[src/rtl/fpadd_seq.sv]
// rtl/fpadd_seq.sv - multi-cycle floating-point adder/subtractor
// Round-to-nearest-even, subnormal inputs flushed to zero, fixed 4-edge latency.
module fpadd_seq #(
  parameter int EXP_W = 8,
  parameter int MAN_W = 23
) (
  input  logic                 clk,
  input  logic                 reset,
  input  logic                 in_valid,
  output logic                 in_ready,
  input  logic                 op,
  input  logic [EXP_W+MAN_W:0] a,
  input  logic [EXP_W+MAN_W:0] b,
  output logic                 out_valid,
  input  logic                 out_ready,
  output logic [EXP_W+MAN_W:0] s,
  output logic [3:0]           flags
);
  localparam int W  = 1 + EXP_W + MAN_W;
  localparam int SW = MAN_W + 4;   // hidden + fraction + guard/round/sticky
  localparam int EW = EXP_W + 8;   // signed exponent with headroom for left shifts
  localparam logic [EXP_W-1:0] EMAX = '1;
  localparam logic signed [EW-1:0] EMAXS = EW'(EMAX);

  typedef enum logic [2:0] {IDLE, ALIGN, ADD, NORM, ROUND, DONE} state_t;
  state_t state, state_nx;

  logic [W-1:0]            a_r, b_r;
  logic                    op_r;
  logic [SW-1:0]           big_r, al_r;
  logic [EXP_W-1:0]        exp_r;
  logic                    sign_r, sub_r, spec_r;
  logic [W-1:0]            spec_s_r;
  logic [3:0]              spec_f_r;
  logic [SW:0]             sum_r;
  logic [SW-1:0]           n_r;
  logic signed [EW-1:0]    e_r;

  always_ff @(posedge clk) begin
    if (reset) state <= IDLE;
    else       state <= state_nx;
  end

  always_comb begin
    state_nx  = state;
    in_ready  = 1'b0;
    out_valid = 1'b0;
    case (state)
      IDLE: begin
        in_ready = 1'b1;
        if (in_valid) state_nx = ALIGN;
      end
      ALIGN:   state_nx = ADD;
      ADD:     state_nx = NORM;
      NORM:    state_nx = ROUND;
      ROUND:   state_nx = DONE;
      DONE: begin
        out_valid = 1'b1;
        if (out_ready) state_nx = IDLE;
      end
      default: state_nx = IDLE;
    endcase
  end

  // Operand decode, special detection, magnitude swap and alignment shift
  logic [EXP_W-1:0] ea, eb, e_big, e_sml, d;
  logic [MAN_W-1:0] fa, fb;
  logic             sa, sb, eff_sub, nan_a, nan_b, inf_a, inf_b, a_ge, s_big, lost;
  logic [SW-1:0]    sig_a, sig_b, sig_big, sig_sml, sig_al;
  logic             spec;
  logic [W-1:0]     spec_s;
  logic [3:0]       spec_f;

  always_comb begin
    sa      = a_r[W-1];
    ea      = a_r[W-2:MAN_W];
    fa      = a_r[MAN_W-1:0];
    sb      = b_r[W-1] ^ op_r;
    eb      = b_r[W-2:MAN_W];
    fb      = b_r[MAN_W-1:0];
    eff_sub = sa ^ sb;
    nan_a   = (ea == EMAX) && (fa != '0);
    nan_b   = (eb == EMAX) && (fb != '0);
    inf_a   = (ea == EMAX) && (fa == '0);
    inf_b   = (eb == EMAX) && (fb == '0);
    sig_a   = (ea == '0) ? '0 : {1'b1, fa, 3'b000};
    sig_b   = (eb == '0) ? '0 : {1'b1, fb, 3'b000};
    a_ge    = (ea == '0) ? (eb == '0) : ((eb == '0) || ({ea, fa} >= {eb, fb}));
    sig_big = a_ge ? sig_a : sig_b;
    sig_sml = a_ge ? sig_b : sig_a;
    e_big   = a_ge ? ea : eb;
    e_sml   = a_ge ? eb : ea;
    s_big   = a_ge ? sa : sb;
    d       = e_big - e_sml;
    lost    = 1'b0;
    for (int i = 0; i < SW; i++)
      if (i < int'(d)) lost = lost | sig_sml[i];
    if (int'(d) >= MAN_W + 3) sig_al = {{(SW-1){1'b0}}, |sig_sml};
    else                      sig_al = (sig_sml >> d) | {{(SW-1){1'b0}}, lost};
    spec   = 1'b0;
    spec_s = '0;
    spec_f = 4'b0000;
    if (nan_a || nan_b || (inf_a && inf_b && eff_sub)) begin
      spec   = 1'b1;
      spec_s = {1'b0, EMAX, 1'b1, {(MAN_W-1){1'b0}}};
      spec_f = 4'b1000;
    end else if (inf_a) begin
      spec   = 1'b1;
      spec_s = {sa, EMAX, {MAN_W{1'b0}}};
    end else if (inf_b) begin
      spec   = 1'b1;
      spec_s = {sb, EMAX, {MAN_W{1'b0}}};
    end
  end

  // Normalisation: carry shifts right, otherwise one-cycle leading-zero count
  logic [6:0]           lzc;
  logic [SW-1:0]        n_nx;
  logic signed [EW-1:0] e_ext, e_nx;

  always_comb begin
    lzc = '0;
    for (int i = 0; i < SW; i++)
      if (sum_r[i]) lzc = 7'(SW - 1 - i);
    e_ext = EW'(exp_r);
    if (sum_r[SW]) begin
      n_nx = {sum_r[SW:2], |sum_r[1:0]};
      e_nx = e_ext + EW'(1);
    end else begin
      n_nx = sum_r[SW-1:0] << lzc;
      e_nx = e_ext - EW'(lzc);
    end
  end

  logic                 up, inx;
  logic [MAN_W+1:0]     mant;
  logic signed [EW-1:0] e_rnd;
  logic [W-1:0]         s_nx;
  logic [3:0]           f_nx;

  always_comb begin
    inx   = |n_r[2:0];
    up    = n_r[2] & (n_r[1] | n_r[0] | n_r[3]);
    mant  = {1'b0, n_r[SW-1:3]} + (MAN_W+2)'(up);
    e_rnd = mant[MAN_W+1] ? e_r + EW'(1) : e_r;
    s_nx  = {sign_r, e_rnd[EXP_W-1:0], mant[MAN_W+1] ? mant[MAN_W:1] : mant[MAN_W-1:0]};
    f_nx  = {3'b000, inx};
    if (spec_r) begin
      s_nx = spec_s_r;
      f_nx = spec_f_r;
    end else if (n_r == '0) begin
      // exact cancellation gives +0; only like-signed zeros keep their sign
      s_nx = {sign_r & ~sub_r, {(W-1){1'b0}}};
      f_nx = 4'b0000;
    end else if (e_r <= 0) begin
      s_nx = {sign_r, {(W-1){1'b0}}};
      f_nx = 4'b0011;
    end else if (e_rnd >= EMAXS) begin
      s_nx = {sign_r, EMAX, {MAN_W{1'b0}}};
      f_nx = 4'b0101;
    end
  end

  always_ff @(posedge clk) begin
    if (reset) begin
      s        <= '0;
      flags    <= '0;
      a_r      <= '0;
      b_r      <= '0;
      op_r     <= 1'b0;
      big_r    <= '0;
      al_r     <= '0;
      exp_r    <= '0;
      sign_r   <= 1'b0;
      sub_r    <= 1'b0;
      spec_r   <= 1'b0;
      spec_s_r <= '0;
      spec_f_r <= '0;
      sum_r    <= '0;
      n_r      <= '0;
      e_r      <= '0;
    end else begin
      case (state)
        IDLE: if (in_valid) begin
          a_r  <= a;
          b_r  <= b;
          op_r <= op;
        end
        ALIGN: begin
          big_r    <= sig_big;
          al_r     <= sig_al;
          exp_r    <= e_big;
          sign_r   <= s_big;
          sub_r    <= eff_sub;
          spec_r   <= spec;
          spec_s_r <= spec_s;
          spec_f_r <= spec_f;
        end
        ADD: sum_r <= sub_r ? ({1'b0, big_r} - {1'b0, al_r}) : ({1'b0, big_r} + {1'b0, al_r});
        NORM: begin
          n_r <= n_nx;
          e_r <= e_nx;
        end
        ROUND: begin
          s     <= s_nx;
          flags <= f_nx;
        end
        default: ;
      endcase
    end
  end
endmodule

[config.mk]
export PLATFORM = sky130hd
export DESIGN_NAME = fpadd_seq
export DESIGN_NICKNAME = d
export VERILOG_FILES = /design/src/rtl/fpadd_seq.sv
export SDC_FILE = /design/constraint.sdc
export NUM_CORES = 1
export LEC_CHECK = 0
export ABC_AREA = 1
export ABC_CLOCK_PERIOD_IN_PS = 6500
export CORE_ASPECT_RATIO = 1.5
export CORE_MARGIN = 2
export CORE_UTILIZATION = 60
export CTS_CLUSTER_DIAMETER = 200
export DETAILED_ROUTE_END_ITERATION = 7
export MAX_ROUTING_LAYER = met4
export PLACE_DENSITY = 0.93
export RECOVER_POWER = 100
export SLEW_MARGIN = 20
export SYNTH_ARGS = -nofsm -noshare
export SYNTH_HDL_FRONTEND = slang
export SYNTH_SLANG_ARGS = --single-unit
[constraint.sdc]
create_clock -name clk -period 6.5 [get_ports clk]
set_clock_uncertainty 0.05 [all_clocks]
set_input_delay 0.65 -clock clk [delete_from_list [all_inputs] [get_ports clk]]
set_output_delay 0.65 -clock clk [all_outputs]
set_load 0.05 [all_outputs]
Yosys cells after proc, flatten, opt, wreduce, memory -nomap -nowiden:

Index checks and enable logic that the tools add are counted.
Widths: inputs -> output; s select.

* $add $sub $neg: 7
* eq/ne operators: 9
* multiplexer cells: 88
* reduce and logical (&&, ||, !) cells: 22
* bitwise gates (word level): 34
* magnitude comparators: 31
* shift operators: 2

Operators with widths (number)
* $mux 7: 26
* $mux 27: 6
* $mux 32: 5
* $lt 5x8->1 const A: 11
* $lt 4x8->1 const A: 8
* $mux 31: 2
* $logic_not 23->1: 2
* $reduce_bool 23->1: 2
* $mux 1: 34
* $lt 3x8->1 const A: 4
* $mux 16: 2
* $ge 31x31->1: 1
* $add 27x27->28: 1
* $mux 28: 1
* $or 1x1->1: 28
* $sub 27x27->28: 1
* $logic_not 27->1: 1
* $or 27x1->27: 1
* $reduce_or 27->1: 1
* $shl 27x7->27: 1
* $shr 27x8->27: 1
* $add 24x1->25: 1
* $mux 23: 1
* $pmux 3 s6: 1
* 28 further kinds: 51

* output and inout bits: 38
* bits in registers: 276
* word-level logic and storage cells: 210

Depth between registers and ports, before layout:

Gate-level depths: netlist of the first run.

* depth in word-level cells: 61
* gate-level depth with buffers: 35

Least setup slack after synthesis of the first run:

Ideal clock, no wire load.

* kind: flip-flop to flip-flop
* start point: register sum_r[0]
* end point: register e_r[7]
* data arrival time: 3.571 ns
* setup time: 0.128 ns
* slack: 2.751 ns
* buffers on the path: 1
* cell stages (with the launch flop): 23
* path through: dfxtp_1 -> inv_1 -> o311ai_0 -> nand3_1 -> nand3_1 -> nand3_1 -> nand3_1 -> a31oi_1 -> o21ai_0 -> nand3_1 -> a31oi_1 -> clkinv_1 -> clkbuf_1 -> ha_1 -> a21oi_1 -> nor2_1 -> o21ai_0 -> nand2_1 -> a21oi_1 -> nand2_1 -> o32ai_1 -> xor2_1 -> a21oi_1

* longest elaborated chain between the ends: 29

Ends and longest elaborated chain
* start: declaration: line 35 `logic [SW:0] sum_r;`
* start signal: assignment: line 199 `ADD: sum_r <= sub_r ? ({1'b0, big_r} - {1'b0, al_r}) : ({1'b0, big_r} + {1'b0, al_r});`
* $mux 5: line 124 `if (sum_r[i]) lzc = 7'(SW - 1 - i);`
* $mux 7 (26 in a row): line 124
* $sub 8x7->9: line 131 `e_nx = e_ext - EW'(lzc);`
* $mux 16: line 126 `if (sum_r[SW]) begin`
* end signal: assignment: line 202 `e_r <= e_nx;`
* end: declaration: line 37 `logic signed [EW-1:0] e_r;`

No other way between the ends.
A chain may end at the register's enable or synchronous reset.

Worst setup path after layout of the first run:

* start point: register b_r[28]
* end point: register al_r[6]

* longest elaborated chain between the ends: 8
* elaborated cells between the ends (all ways): 13
* those cells by class: 1 x add/sub; 2 x order compare; 1 x shift; 6 x mux; 1 x bitwise; 2 x reduce/logical

Ends and longest elaborated chain
* start: declaration: line 28 `logic [W-1:0] a_r, b_r;`
* start signal: assignment: line 169 `b_r <= '0;`
* start signal: assignment: line 186 `b_r <= b;`
* $ge 31x31->1 / $logic_not 8->1 (equally long branches): line 88, 87
* $logic_or 1x1->1: line 88 `a_ge = (ea == '0) ? (eb == '0) : ((eb == '0) || ({ea, fa} >= {eb, fb}));`
* $mux 1: line 88
* $mux 8, on equally long branches: line 91, 92
* $sub 8x8->8: line 94 `d = e_big - e_sml;`
* $shr 27x8->27: line 99 `else sig_al = (sig_sml >> d) | {{(SW-1){1'b0}}, lost};`
* $or 27x1->27: line 99
* $mux 27 *: line 98 `if (int'(d) >= MAN_W + 3) sig_al = {{(SW-1){1'b0}}, |sig_sml};`
* end signal: assignment: line 191 `al_r <= sig_al;`
* end: declaration: line 30 `logic [SW-1:0] big_r, al_r;`

Mark *: on every way between the ends. The rest lies on a longest branch, timed or not.

==> impl_metrics.ini, run 1 <==
[setup_path]
critPathKind = reg -> reg
critical_path_required_ns = 6.93
r2r_end = al_r[6]
r2r_setup_slack_ns = 0.91
critPathCaptureType = flop
cpMostUsedCell = nand2_1
reg2reg_from = b_r[28]
cp-start-kind = flop
critPathSlowestCell = o21ai_0
crit_path_max_incr_delay_ns = 0.52
ff2ff_path_depth = 33
path_delay_family = simple AND/OR/NAND/NOR gates
cp.arrival_ns = 6.02
path_buf_inv = 5
crit_fanout = 17

[power]
power_frac_comb = 0.633
p_total_uw = 9183
intPower_uw = 4305
switching_power_uw = 4878
peakVddDrop_v = 0.0004814
p_leak_uw = 0.008329
cellPowerDensity_mw_per_mm2 = 495.7
pwr-share-clk = 0.169
swShare = 0.5312
seqPwrFrac = 0.198

[drt]
wl_per_cell_um = 20.21
routed-wl-met3_um = 4385
wl_met1_um = 19970
wl_um = 61560
drt_iter0_drc = 1403
top_layer = met4
dr_wl_met2_um = 31010
routed_via_density = 6.168
route.detailed.drc = 0
antenna_left = 0
vias = 18790
drtPass1Iterations = 6

[timing]
setup_tns_ns = 0
rsz0062_at_grt = false
finalCritPeriodShare = 0.8604
fmax_mhz = 178.8
setup_violations = 0
timing.final.hold_violations = 0
worst_pin_slew_ns = 3.827
min_period_ns = 5.592
relSlewSlack = -1.552
final-max-slew-violation-count = 337

[placement]
port_buffers = 106
place_congestion = 1.061
placed_area_mm2 = 0.01768
dp_hpwl_um = 46170
dp_cells = 2999

[global_routing]
grt_max_degree = 118
grt_pass1_vias = 18430
grt_overflow = 0
antenna_found_initial = 4
grt_usage = 0.4281
grt_pass1_wl_um = 95730

[finish]
final_cells = 3046
nets = 2819
area_growth_pct = 12.15
layout-drive-gt1-share = 0.03890
layout_common_cells = nand2_1, a21oi_1, inv_1
fillers = 2317
final_common_cell = nand2_1
final_area_mm2 = 0.01852

[die]
dieArea_mm2 = 0.02890
row_count = 74
dieHeight_um = 207.2
die_w_um = 139.5
initial_core_util = 0.6088
core-area_mm2 = 0.02713
num_io_pins = 107

[clock_tree]
clk_pin_slew_ns = 0.06
root_buffer = clkbuf_16
cts_hold_buf = 0
cts.sinks = 233
cts_setup_buffers = 0
htreeDepth = 1
clk_path_buf_depth = 3
insertion_delay_ns = 0.56
cts_tree = built
cts_buffers = 24
cts_resized = 0

[run]
maxCapViolations = 5

[synthesis]
synth_top_area_frac = 0.2824
synth.area.top_cells = dfxtp_1, nand2_1, a21oi_1
synth_ff_type = dfxtp_1
syn-num-nets = 2792
seq_area_frac_synth = 0.2824
synth-edff-count = 0
async_reset_ff_frac = 0
synth_cell_types = 54
syn_inst = 2656
ys_warn_count = 0
synth-seq-cells = 233
yosysTopAreaCell = dfxtp_1
syn_avg_cell_area_um2 = 6.219
netlist_area_mm2 = 0.01652

[min_path]
holdPathEnd = s[9]
worstHoldPathCells = 2
min-delay-start = s[9]
min_path_type = reg -> reg

[run_status]
status = finished with violations
violations = capacitance limit, slew limit
==> how the worst max path moves through the flow <==
| stage | startpoint | end | slack [ns] | cells past startpoint |
|---|---|---|---|---|
| 2_1_floorplan | sum_r[0] | e_r[7] | 2.75 | 22 |
| 3_3_place_gp | b_r[23] | al_r[6] | 1.52 | 33 |
| 3_5_place_dp | b_r[28] | al_r[6] | 1.52 | 33 |
| 4_1_cts | b_r[29] | al_r[6] | 1.50 | 33 |
| 5_1_grt | b_r[28] | al_r[6] | 0.50 | 33 |
| 6_report | b_r[28] | al_r[6] | 0.91 | 33 |
==> cells in the mapped netlist, types with 10 or more instances <==
master,count
a31oi_1,13
o21ai_0,213
nor2_1,153
inv_1,284
nor4_1,22
clkbuf_1,101
buf_2,12
ha_1,66
o22ai_1,23
nand4_1,30
o21ai_1,25
nor2_2,10
dfxtp_1,233
xor2_1,50
xnor2_1,23
a21oi_1,324
nand2_1,657
nor3_1,26
o211ai_1,19
nand3_1,266
buf_1,14
==> kinds of logic after synthesis <==
group	Yosys count	synth area share
AO/OA/AOI/OAI	655	0.2117
buffers and inverters	429	0.1008
adder cells (fa/ha/maj)	67	0.05121
flip-flops	233	0.2824
XOR/XNOR	73	0.03871
AND/OR/NAND/NOR	1199	0.3152
==> per-layer routing <==
metal	global-route usage	vias to the layer above
met5	-	-
met2	0.7465	971
met3	0.06380	332
met4	0.3650	0
met1	0.4098	8579
li1	-	8907
==> power groups by stage <==
stage	logic, µW	registers [µW]	clock network, µW
3_5_place_dp	5580	1820	0
2_1_floorplan	4120	1740	0
6_report	5810	1820	1550
4_1_cts	5650	1790	1540
3_3_place_gp	5510	1820	0
5_1_grt	6400	1820	1610
==> per-stage QoR <==
| stage | setup WS, ns | utilization | hold WS (ns) |
|---|---|---|---|
| after floorplan | 2.751 | - | 0.3953 |
| after global placement | 1.522 | 0.6516 | 0.4015 |
| after detailed placement | 1.521 | 0.6516 | 0.4046 |
| after CTS | 1.503 | 0.6838 | 0.4136 |
| after global routing | 0.4965 | 0.6828 | 0.4340 |
| final | 0.9077 | 0.6828 | 0.4107 |
==> tightest hold or removal path, stage by stage (launching register included) <==
cell,delay (ns)
dfxtp_1,0.30
nand2_1,0.06
a21oi_1,0.05
==> state kept, by name (all words and copies together), names as in the netlist <==
register,flops
op_r,1
flags,4
al_r,27
exp_r,8
big_r,24
sign_r,1
spec_s_r,3
e_r,10
sum_r,28
sub_r,1
b_r,32
a_r,32
state,3
n_r,27
s,32
==> area by class of cell <==
class | instances | area (µm²) | area share
Timing Repair Buffer | 133 | 1242 | 0.06707
Clock inverter | 9 | 177.7 | 0.009591
Clock buffer | 33 | 695.7 | 0.03755
Multi-Input combinational cell | 1994 | 10190 | 0.5499
Antenna cell | 5 | 12.51 | 0.0006754
Inverter | 297 | 1117 | 0.06032
Tap cell | 342 | 427.9 | 0.02310
Sequential cell | 233 | 4664 | 0.2518
(Power assumes the default switching activity.)
==> run 2: changes to the inputs <==
--- a/config.mk
+++ b/config.mk
@@ -12,6 +12,7 @@
 export CORE_UTILIZATION = 60
 export CTS_CLUSTER_DIAMETER = 200
 export DETAILED_ROUTE_END_ITERATION = 7
+export GPL_ROUTABILITY_DRIVEN = 0
 export MAX_ROUTING_LAYER = met4
 export PLACE_DENSITY = 0.93
 export RECOVER_POWER = 100
==> run 2 against run 1 <==
The run ends with DRC, capacitance limit, slew limit left. Final area decreased by 0.28%. Clock power about the same. Routed wire length decreased by 10%. Global-route usage is 4.6 points lower. Register-to-register slack worse by 0.24 ns. Clock-buffer cell count is 5 lower. Critical path type unchanged. Critical endpoint is now al_r[2]. Highest routed layer unchanged.
==> impl_metrics.ini, run 2 (synthesized netlist as in run 1, its figures left out) <==
[drt]
wl_um = 55230
drt_iter0_drc = 2401
antenna_left = 0
route.detailed.drc = 2
routed_via_density = 6.226
wl_per_cell_um = 18.13
vias = 18960
drtPass1Iterations = 8

[die]
core-area_mm2 = 0.02713
dieHeight_um = 207.2
die_w_um = 139.5
dieArea_mm2 = 0.02890
num_io_pins = 107
row_count = 74
initial_core_util = 0.6088

[power]
swShare = 0.5212
p_total_uw = 9002
pwr-share-clk = 0.176
peakVddDrop_v = 0.0002941
cellPowerDensity_mw_per_mm2 = 487.4
seqPwrFrac = 0.200
p_leak_uw = 0.008276
power_frac_comb = 0.624
intPower_uw = 4310
switching_power_uw = 4692

[global_routing]
antenna_found_initial = 4
grt_max_degree = 118
grt_pass1_vias = 18030
grt_pass1_wl_um = 87950
grt_overflow = 0
grt_usage = 0.3821

[timing]
relSlewSlack = -1.390
worst_pin_slew_ns = 3.585
min_period_ns = 5.833
final-max-slew-violation-count = 231
timing.final.hold_violations = 0
finalCritPeriodShare = 0.8974
hold_slack_ns = 0.4115
rsz0062_at_grt = false
setup_violations = 0
fmax_mhz = 171.4
setup_tns_ns = 0
setup_ws_ns = 0.6667

[finish]
final_common_cell = nand2_1
nets = 2817
layout_common_cells = nand2_1, a21oi_1, inv_1
layout-drive-gt1-share = 0.03704
top_regs = a_r: 32 flops, b_r: 32 flops, s: 32 flops
area_growth_pct = 11.83
fin_util = 0.6809

[setup_path]
r2r_setup_slack_ns = 0.67
cp-start-kind = flop
critPathSlowestCell = nor2_2
crit_path_max_incr_delay_ns = 0.73
critical_path_required_ns = 6.88
cp.arrival_ns = 6.22
crit_fanout = 31
critPathKind = reg -> reg
critPathCaptureType = flop
cpMostUsedCell = nor2_1

[run]
maxCapViolations = 3

[clock_tree]
root_buffer = clkbuf_16
cts_buffers = 25
clk_pin_slew_ns = 0.07
cts_tree = built
htreeDepth = 1
insertion_delay_ns = 0.56
cts_setup_buffers = 0
cts.sinks = 233
clk_path_buf_depth = 3
cts_resized = 0
cts_hold_buf = 0

[placement]
detailedPlace.worstSlack_ns = 0.9591
port_buffers = 106
dp_hpwl_um = 39710

[min_path]
min_path_type = reg -> reg

[run_status]
violations = DRC, capacitance limit, slew limit
status = finished with violations
==> run 2: cell types whose count changed in the layout (fill, tap and decap cells not counted), moves of 2 or more <==
cell      change
o21ai_1       -3
nor3_4        -2
buf_4         -3
nor2_2        -5
nor2_1        +6
nand2_2       +2
o21ai_0       +3
clkinv_2      +4
nor3_1        +2
nand2_1       -3
inv_6         +2
clkbuf_8      -4
==> run 2: critical path: cells and delay by family, from the launching register on <==
| kind | cells | cell delay, ns |
|---|---|---|
| buffers and inverters | 7 | 1.52 |
| and+or+nand+nor | 20 | 2.73 |
| AOI/OAI and AO/OA | 2 | 0.42 |
| DFF | 1 | 0.35 |
| adders and majority gates | 2 | 0.59 |
==> run 2: final cells by class <==
type                       count  area, µm²
sequential                   233       4664
antenna                        4      10.01
inverter                     297       1116
tap                          342      427.9
timing repair buffer         130       1220
clock buffer                  28      636.9
multi-input combinational   1994      10130
clock inverter                18      261.5
fill                        2277       8657
==> run 2: layer usage <==
metal,up-vias,GRT usage,share of wire,wire [µm]
li1,8899,-,-,-
met1,8485,0.3849,0.34,18530
met2,1208,0.6572,0.48,26660
met3,371,0.06565,0.089,4933
met4,0,0.2853,0.092,5102
met5,-,-,0,0
==> run 2: worst paths after layout <==
kind,from,cells after the start,to
min,s[15],2,s[15]
max,b_r[23],31,al_r[2]
max reg2reg,b_r[23],31,al_r[2]
min reg2reg,s[15],2,s[15]
==> run 2: stage by stage <==
stage	instances	instance area [µm²]
2_1_floorplan	2656	16520
3_3_place_gp	2996	17650
3_5_place_dp	2996	17650
4_1_cts	3042	18550
5_1_grt	3046	18470
6_report	3046	18470
==> run 2: power groups by stage <==
stage	Sequential, µW	Combinational [µW]	Clock (µW)
floorplan	1740	4120	0
global placement	1800	5180	0
detailed placement	1810	5310	0
CTS	1780	5360	1580
global route	1810	6160	1640
finish	1800	5620	1580
